[src/rtl/alu_pipe.sv]
// Registered ALU with valid/ready handshakes on both sides: carry-chained
// add/sub, shift-add multiplier (low/high half) and variable shifts/rotates.
module alu_pipe #(
  parameter int WIDTH = 8
) (
  input  logic             clk,
  input  logic             rst_n,
  input  logic             in_valid,
  output logic             in_ready,
  input  logic [WIDTH-1:0] A,
  input  logic [WIDTH-1:0] B,
  input  logic [3:0]       ALU_Sel,
  output logic             out_valid,
  input  logic             out_ready,
  output logic [WIDTH-1:0] ALU_Out,
  output logic             CarryOut,
  output logic             overflow,
  output logic             zero,
  output logic             equal,
  output logic             greater,
  output logic             smaller,
  output logic             busy
);
  localparam int SHW = $clog2(WIDTH);
  localparam logic [WIDTH-1:0] MSB_ONLY = {1'b1, {(WIDTH-1){1'b0}}};

  typedef enum logic [1:0] {IDLE, MUL, HOLD} state_t;
  state_t state, state_nx;

  logic [WIDTH-1:0]   a_r, b_r;
  logic               hi_r;
  logic [SHW-1:0]     cnt;
  logic [2*WIDTH-1:0] acc, acc_nx;
  logic               cflag;

  logic               accept, mul_in, arith_in, mul_done, keep;
  logic [SHW-1:0]     sh;
  logic [WIDTH:0]     ea, eb, sum;
  logic [2*WIDTH-1:0] dbl, rr, rl;
  logic [WIDTH-1:0]   res, mul_res;
  logic               co, ov;

  assign mul_in    = (ALU_Sel == 4'b0010) || (ALU_Sel == 4'b0110);
  // 0000/0001/0100/0101 are the only opcodes that feed the carry chain
  assign arith_in  = !ALU_Sel[3] && !ALU_Sel[1];
  assign keep      = (ALU_Sel != 4'b0111);
  assign in_ready  = (state == IDLE) || ((state == HOLD) && out_ready);
  assign accept    = in_valid && in_ready;
  assign busy      = (state == MUL);
  assign out_valid = (state == HOLD);
  assign mul_done  = busy && (cnt == SHW'(WIDTH-1));
  assign acc_nx    = acc + (b_r[cnt] ? ({{WIDTH{1'b0}}, a_r} << cnt) : '0);
  assign mul_res   = hi_r ? acc_nx[2*WIDTH-1:WIDTH] : acc_nx[WIDTH-1:0];

  always_comb begin
    ea  = {1'b0, A};
    eb  = {1'b0, B};
    sh  = SHW'({1'b0, B[SHW-1:0]} % (SHW+1)'(WIDTH));
    dbl = {A, A};
    rr  = dbl >> sh;
    rl  = dbl << sh;
    sum = '0;
    res = '0;
    co  = 1'b0;
    ov  = 1'b0;
    case (ALU_Sel)
      4'b0000, 4'b0100: begin
        sum = ea + eb + {{WIDTH{1'b0}}, cflag & ALU_Sel[2]};
        res = sum[WIDTH-1:0];
        co  = sum[WIDTH];
        ov  = (A[WIDTH-1] == B[WIDTH-1]) && (res[WIDTH-1] != A[WIDTH-1]);
      end
      4'b0001, 4'b0101: begin
        sum = ea - eb - {{WIDTH{1'b0}}, cflag & ALU_Sel[2]};
        res = sum[WIDTH-1:0];
        co  = sum[WIDTH];
        ov  = (A[WIDTH-1] != B[WIDTH-1]) && (res[WIDTH-1] != A[WIDTH-1]);
      end
      4'b0011: begin
        sum = {1'b0, ~B} + (WIDTH+1)'(1);
        res = sum[WIDTH-1:0];
        co  = sum[WIDTH];
        ov  = (B == MSB_ONLY);
      end
      4'b1000: res = A & B;
      4'b1001: res = A ^ B;
      4'b1010: res = A | B;
      4'b1011: res = ~B;
      4'b1100: res = A >> sh;
      4'b1101: res = A << sh;
      4'b1110: res = rr[WIDTH-1:0];
      4'b1111: res = rl[2*WIDTH-1:WIDTH];
      default: res = '0;
    endcase
  end

  always_comb begin
    state_nx = state;
    case (state)
      IDLE:    if (in_valid) state_nx = mul_in ? MUL : HOLD;
      MUL:     if (mul_done) state_nx = HOLD;
      HOLD:    if (out_ready) state_nx = !in_valid ? IDLE : (mul_in ? MUL : HOLD);
      default: state_nx = IDLE;
    endcase
  end

  always_ff @(posedge clk or negedge rst_n) begin
    if (!rst_n) state <= IDLE;
    else        state <= state_nx;
  end

  always_ff @(posedge clk or negedge rst_n) begin
    if (!rst_n) begin
      a_r      <= '0;
      b_r      <= '0;
      hi_r     <= 1'b0;
      cnt      <= '0;
      acc      <= '0;
      cflag    <= 1'b0;
      ALU_Out  <= '0;
      CarryOut <= 1'b0;
      overflow <= 1'b0;
      zero     <= 1'b0;
      equal    <= 1'b0;
      greater  <= 1'b0;
      smaller  <= 1'b0;
    end else if (accept) begin
      a_r  <= A;
      b_r  <= B;
      hi_r <= ALU_Sel[2];
      if (mul_in) begin
        cnt <= '0;
        acc <= '0;
      end else begin
        ALU_Out  <= res;
        CarryOut <= co;
        overflow <= ov;
        zero     <= keep && (res == '0);
        equal    <= keep && (A == B);
        greater  <= keep && (A > B);
        smaller  <= keep && (A < B);
        if (arith_in) cflag <= co;
      end
    end else if (busy) begin
      acc <= acc_nx;
      cnt <= cnt + SHW'(1);
      if (mul_done) begin
        ALU_Out  <= mul_res;
        CarryOut <= 1'b0;
        overflow <= 1'b0;
        zero     <= (mul_res == '0);
        equal    <= (a_r == b_r);
        greater  <= (a_r > b_r);
        smaller  <= (a_r < b_r);
      end
    end
  end
endmodule
[config.mk]
export PLATFORM = sky130hd
export DESIGN_NAME = alu_pipe
export DESIGN_NICKNAME = d
export VERILOG_FILES = /design/src/rtl/alu_pipe.sv
export SDC_FILE = /design/constraint.sdc
export NUM_CORES = 1
export LEC_CHECK = 0
export CAP_MARGIN = 20
export CORE_ASPECT_RATIO = 0.75
export CORE_UTILIZATION = 60
export CTS_CLUSTER_DIAMETER = 150
export DETAILED_ROUTE_END_ITERATION = 12
export HOLD_SLACK_MARGIN = 0.03
export PLACE_DENSITY = 0.92
export SETUP_SLACK_MARGIN = 0.15
export SYNTH_ARGS = -nofsm -noshare
export SYNTH_HDL_FRONTEND = slang
export SYNTH_SLANG_ARGS = --single-unit
[constraint.sdc]
create_clock -name clk -period 5.35 [get_ports clk]
set_input_delay 1.07 -clock clk [delete_from_list [all_inputs] [get_ports clk]]
set_output_delay 1.07 -clock clk [all_outputs]
set_load 0.005 [all_outputs]
; ---- Word level (Yosys, flattened, before mapping)
; Cells that the tools add are included.
[classes]
magnitude_cmp = 5
n_bitwise = 6
addsub = 7
n_eq_ne = 30
mul = 0
div_mod_pow = 0
shift = 5
muxes = 45
n_reduce_logical = 26
[ops]
columns = operator, count
row1 = one-hot mux 8 bit (11 select lines), 1
row2 = two-way mux 16 bit, 4
row3 = two-way mux 8 bit, 5
row4 = "equality test 4 bit, second input constant", 8
row5 = two-way mux 1 bit, 23
row6 = adder 16 bit, 1
row7 = equality test 8 bit, 2
row8 = > comparator 8 bit, 2
row9 = zero test 8 bit, 2
row10 = less-than comparator 8 bit, 2
row11 = left shift 16 x 3 -> 16 bit, 1
row12 = left shift 8 x 3 -> 16 bit, 1
row13 = right shift 16 x 3 -> 8 bit, 1
row14 = "equality test 4 x 3 -> 1 bit, second input constant", 3
row15 = logical AND 1 bit, 10
row16 = two-way mux 2 bit, 5
row17 = "adder 8 x 1 -> 9 bit, second input constant", 1
row18 = adder 8 x 8 -> 9 bit, 1
row19 = adder 9 x 1 -> 9 bit, 1
row20 = two-way mux 3 bit, 3
row21 = AND reduction 3 bit, 3
row22 = subtractor 8 x 8 -> 9 bit, 1
row23 = subtractor 9 x 1 -> 9 bit, 1
row24 = AND 8 bit, 1
row25 = 30 further kinds, 41
[totals]
ram_bits = 0
out_inout_bits = 17
wordCells = 138
latch_bits = 0
inputBits = 24
reg_bits = 53
rom_bits = 0
mem_count = 0

; ---- Longest topological paths before layout
[depth]
ltp_word = 9
depth_mapped = 17
depth_no_buf = 15

; ---- Worst setup path before layout
; OpenSTA, ideal clock, no wires.
[synth_timing]
path_kind = register to register
start = reg cnt[0]
end = reg zero
n_path_buf = 2
required_ns = 5.255
arrival_time_ns = 3.990
path_stages_with_launch = 16
period_less_slack_ns = 4.086
path_slack_ns = 1.264
cell_sequence = dfrtp_1 > clkbuf_1 > mux4_2 > nand2_1 > and2_1 > clkbuf_1 > nor2_1 > ha_1 > and3_2 > a2111o_1 > a211o_1 > a21oi_2 > xnor2_1 > a211o_1 > or4_1 > o31ai_1
[synth_via]
elab_chain_cells = 9
[synth_lines]
columns = item, line_no
row1 = start: declaration, 32  ; logic [SHW-1:0] cnt;
row2 = start signal: assignment, 146  ; cnt <= cnt + SHW'(1);
row3 = binary-select mux 1 bit (select 3 bit), 52  ; assign acc_nx = acc + (b_r[cnt] ? ({{WIDTH{1'b0}}, a_r} << cnt) : '0);
row4 = two-way mux 1 bit (not written as such), 52
row5 = two-way mux 16 bit, 52
row6 = adder 16 bit, 52
row7 = two-way mux 8 bit, 53  ; assign mul_res = hi_r ? acc_nx[2*WIDTH-1:WIDTH] : acc_nx[WIDTH-1:0];
row8 = zero test 8 bit, 151  ; zero <= (mul_res == '0);
row9 = two-way mux 1 bit, 147  ; if (mul_done) begin
row10 = two-way mux 1 bit, 144  ; end else if (busy) begin
row11 = two-way mux 1 bit, 127  ; end else if (accept) begin
row12 = end signal: assignment, 138  ; zero <= keep && (res == '0);
row13 = end signal: assignment, 151
row14 = end: declaration, 18  ; output logic zero,
; Several ways; a longest one is shown, not always the timed one. The select of a mux whose other input is x is not followed.
; A chain may end at the register's enable or synchronous reset.

; ---- Worst setup path after layout
[layout_timing]
start = reg cnt[1]
end = reg zero
; The elaborated chain is that of the path after synthesis.

==> impl_metrics.ini <==
[setup_path]
critPathCaptureType = register
reg2reg_slack_ns = 0.82
crit_type = reg -> reg
start_kind = register
required_ns = 5.56
critPathArrivalTime_ns = 4.74
path_max_fanout = 20
reg2reg_to = zero
ff2ff_path_depth = 13
reg2reg_from = cnt[1]

[timing]
setup_slack_ns = 0.825
hold_viol = 0
timing.final.crit_share_pct = 84.6
setup_viol = 0
relSlewSlack_pct = 32.0
tns_ns = 0
finalCriticalPeriod_ns = 4.53
skew_ns = 0.00582
rsz0062_at_grt = no
drv_slew = 0
worst_pin_slew_ns = 1.02
timing.hold.ws_ns = 0.497
clock.fmax_ghz = 0.221

[outcome]
status = finished clean

[clock_network]
cts_buffers = 5
cts_max_level = 2
clk_pin_slew_worst_paths_ns = 0.07
cts_tree = yes
cts-resized-gates = 0
ctsHoldBuffers = 0
cts.sinks = 53
cts-root-buf = clkbuf_16
cts.path.max_buffers = 2
clk_latency_ns = 0.30
postCtsSetupBuffers = 0

[floorplanning]
initial_core_util_pct = 61.8
die_w_um = 117
fp.dieArea_um2 = 10400
ios = 41
core_region_area_um2 = 9660
rows = 31
die_h_um = 88.4

[layout]
drive_above_1_share_pct = 7.92
num_antenna_cells = 0
nNetsFinal = 851
mostFrequentLayoutCell = ha_1
final_core_util_pct = 69.2
layout.cells.non_filler = 890
layout_common_cells = ha_1, nand2_1, nor2_1, dfrtp_1, inv_1
area_growth_pct = 11.8

[route]
met3WireLength_um = 2890
num_vias = 6049
drt-met1-wl_um = 8680
vias_per_cell = 6.80
wl_per_cell_um = 22.5
dr.pass1.iters = 6
routed.top_layer = met4
drc = 0
drt_first_iter_violations = 771
route.met2.wl_um = 8000
ant_nets = 0
drt_wl_total_um = 20000

[power_and_ir_drop]
p_sw_share_pct = 45.1
p_int_uw = 1260
p_sw_uw = 1040
p_comb_share_pct = 57.6
power_density_nw_per_um2 = 343
peakVddDrop_mv = 0.215
p_clk_share_pct = 14.5
seq_power_share_pct = 27.9
power.leakage_uw = 0.00298

[global_routing]
grt_pass1_wl_um = 30600
antenna_found_initial = 0
grt.total_usage_pct = 40.1
first_global_vias = 5510
overflow = 0
grt_start_max_net_pins = 54

[synth]
synth_area_um2 = 5970
ys_warn_count = 0
ys_seq_elements = 53
syn_avg_cell_area_um2 = 8.20
async_flop_share_pct = 100
syn-num-nets = 822
synthCells = 728
synth_edf_count = 0
ys_types = 60
synth_ff_type = dfrtp_1
yosysSeqAreaShare_pct = 22.2

[place]
gp_congestion = 1.02
pre_cts_slack_ns = 0.871
dp_cells = 882
port_buffers = 40
dp_hpwl_um = 15300

[hold_path]
min_path_type = reg -> reg
hp-start = ALU_Out[4]
hold_depth = 2
whs_endpoint = ALU_Out[4]

[job]
drv_cap = 0
## worst max-delay path, cell delays in order (launching register included)
cell and delay [ns]:
dfrtp_1 0.77, mux4_2 0.45, nand2_1 0.17, and2_1 0.27
nor2_1 0.10, ha_1 0.37, and3_1 0.22, a2111o_1 0.49
a211o_1 0.31, a21oi_2 0.16, xnor2_1 0.14, a211o_1 0.32
or4_1 0.47, o31ai_1 0.19
## worst max path at each step
| stage | cells past startpoint | endpoint | slack, ns | from |
|---|---|---|---|---|
| floorplan | 15 | zero | 1.26 | cnt[0] |
| global placement | 14 | zero | 0.90 | ALU_Sel[2] |
| detailed placement | 11 | zero | 0.87 | B[0] |
| CTS | 13 | zero | 0.89 | cnt[1] |
| global route | 13 | zero | 0.68 | cnt[1] |
| finish | 13 | zero | 0.82 | cnt[1] |
## state kept, by name, indices dropped and copies added, names as in the netlist
register and cells:
cnt 3, CarryOut 1, cflag 1, state 2, zero 1, equal 1
ALU_Out 8, smaller 1, greater 1, b_r 8, hi_r 1, a_r 8
acc 16, overflow 1
## power by group through the flow
stage | clock [µW] | sequential, µW | combinational [µW]
5_1_grt | 347 | 656 | 1420
3_3_place_gp | 0 | 636 | 1230
2_1_floorplan | 0 | 586 | 918
4_1_cts | 331 | 636 | 1280
6_report | 333 | 640 | 1320
3_5_place_dp | 0 | 639 | 1270
## metal layers
layer	up-vias	GRT usage, %
li1	2715	-
met1	2898	59.7
met2	383	55.8
met3	53	12.9
met4	0	9.09
met5	-	0
## cells by family (layout without fill, tap and decap cells)
family          Yosys count  after routing  share of synthesized area [%]
simple gates            224            224                           18.0
xor+xnor                 33             33                           4.84
flops                    53             53                           22.2
buf+inv                  90            120                           5.74
compound gates          206            206                           22.9
fa+ha+maj                70             70                           15.3
mux                      52             52                           11.0
## final cells by class
| class | count | area [µm²] |
|---|---|---|
| fill | 763 | 2980 |
| inverter | 52 | 195 |
| multi-input combinational | 585 | 4300 |
| clock inverter | 2 | 15.0 |
| timing repair buffer | 60 | 546 |
| clock buffer | 6 | 129 |
| sequential | 53 | 1330 |
| tap | 132 | 165 |
## cell usage after synthesis (all sizes together) (6+ instances only)
cell     n  share of area, %
ha      65                14
nand2   63               4.0
nor2    58               3.6
dfrtp   53                22
inv     52               3.3
o21ai   48               4.0
a21oi   43               3.7
xnor2   27               4.0
clkbuf  25               1.6
mux2i   24               4.0
nor3    23               1.9
mux2    19               3.6
a22o    18               2.7
nand3   17               1.4
a211oi  13               1.6
buf     13              0.90
nor2b   13               1.4
nand2b  11               1.2
o22ai   11               1.2
mux4     9               3.4
a21o     8               1.0
a31oi    8              0.84
o211ai   8               1.0
or3      8              0.84
nand4    7              0.73
xor2     6              0.88
## through the flow
step / area, µm² / total power, µW
2_1_floorplan: 5970 / 1500
3_3_place_gp: 6540 / 1860
3_5_place_dp: 6540 / 1910
4_1_cts: 6680 / 2250
5_1_grt: 6680 / 2430
6_report: 6680 / 2290
No activity file was read; power rests on OpenSTA's default activity.
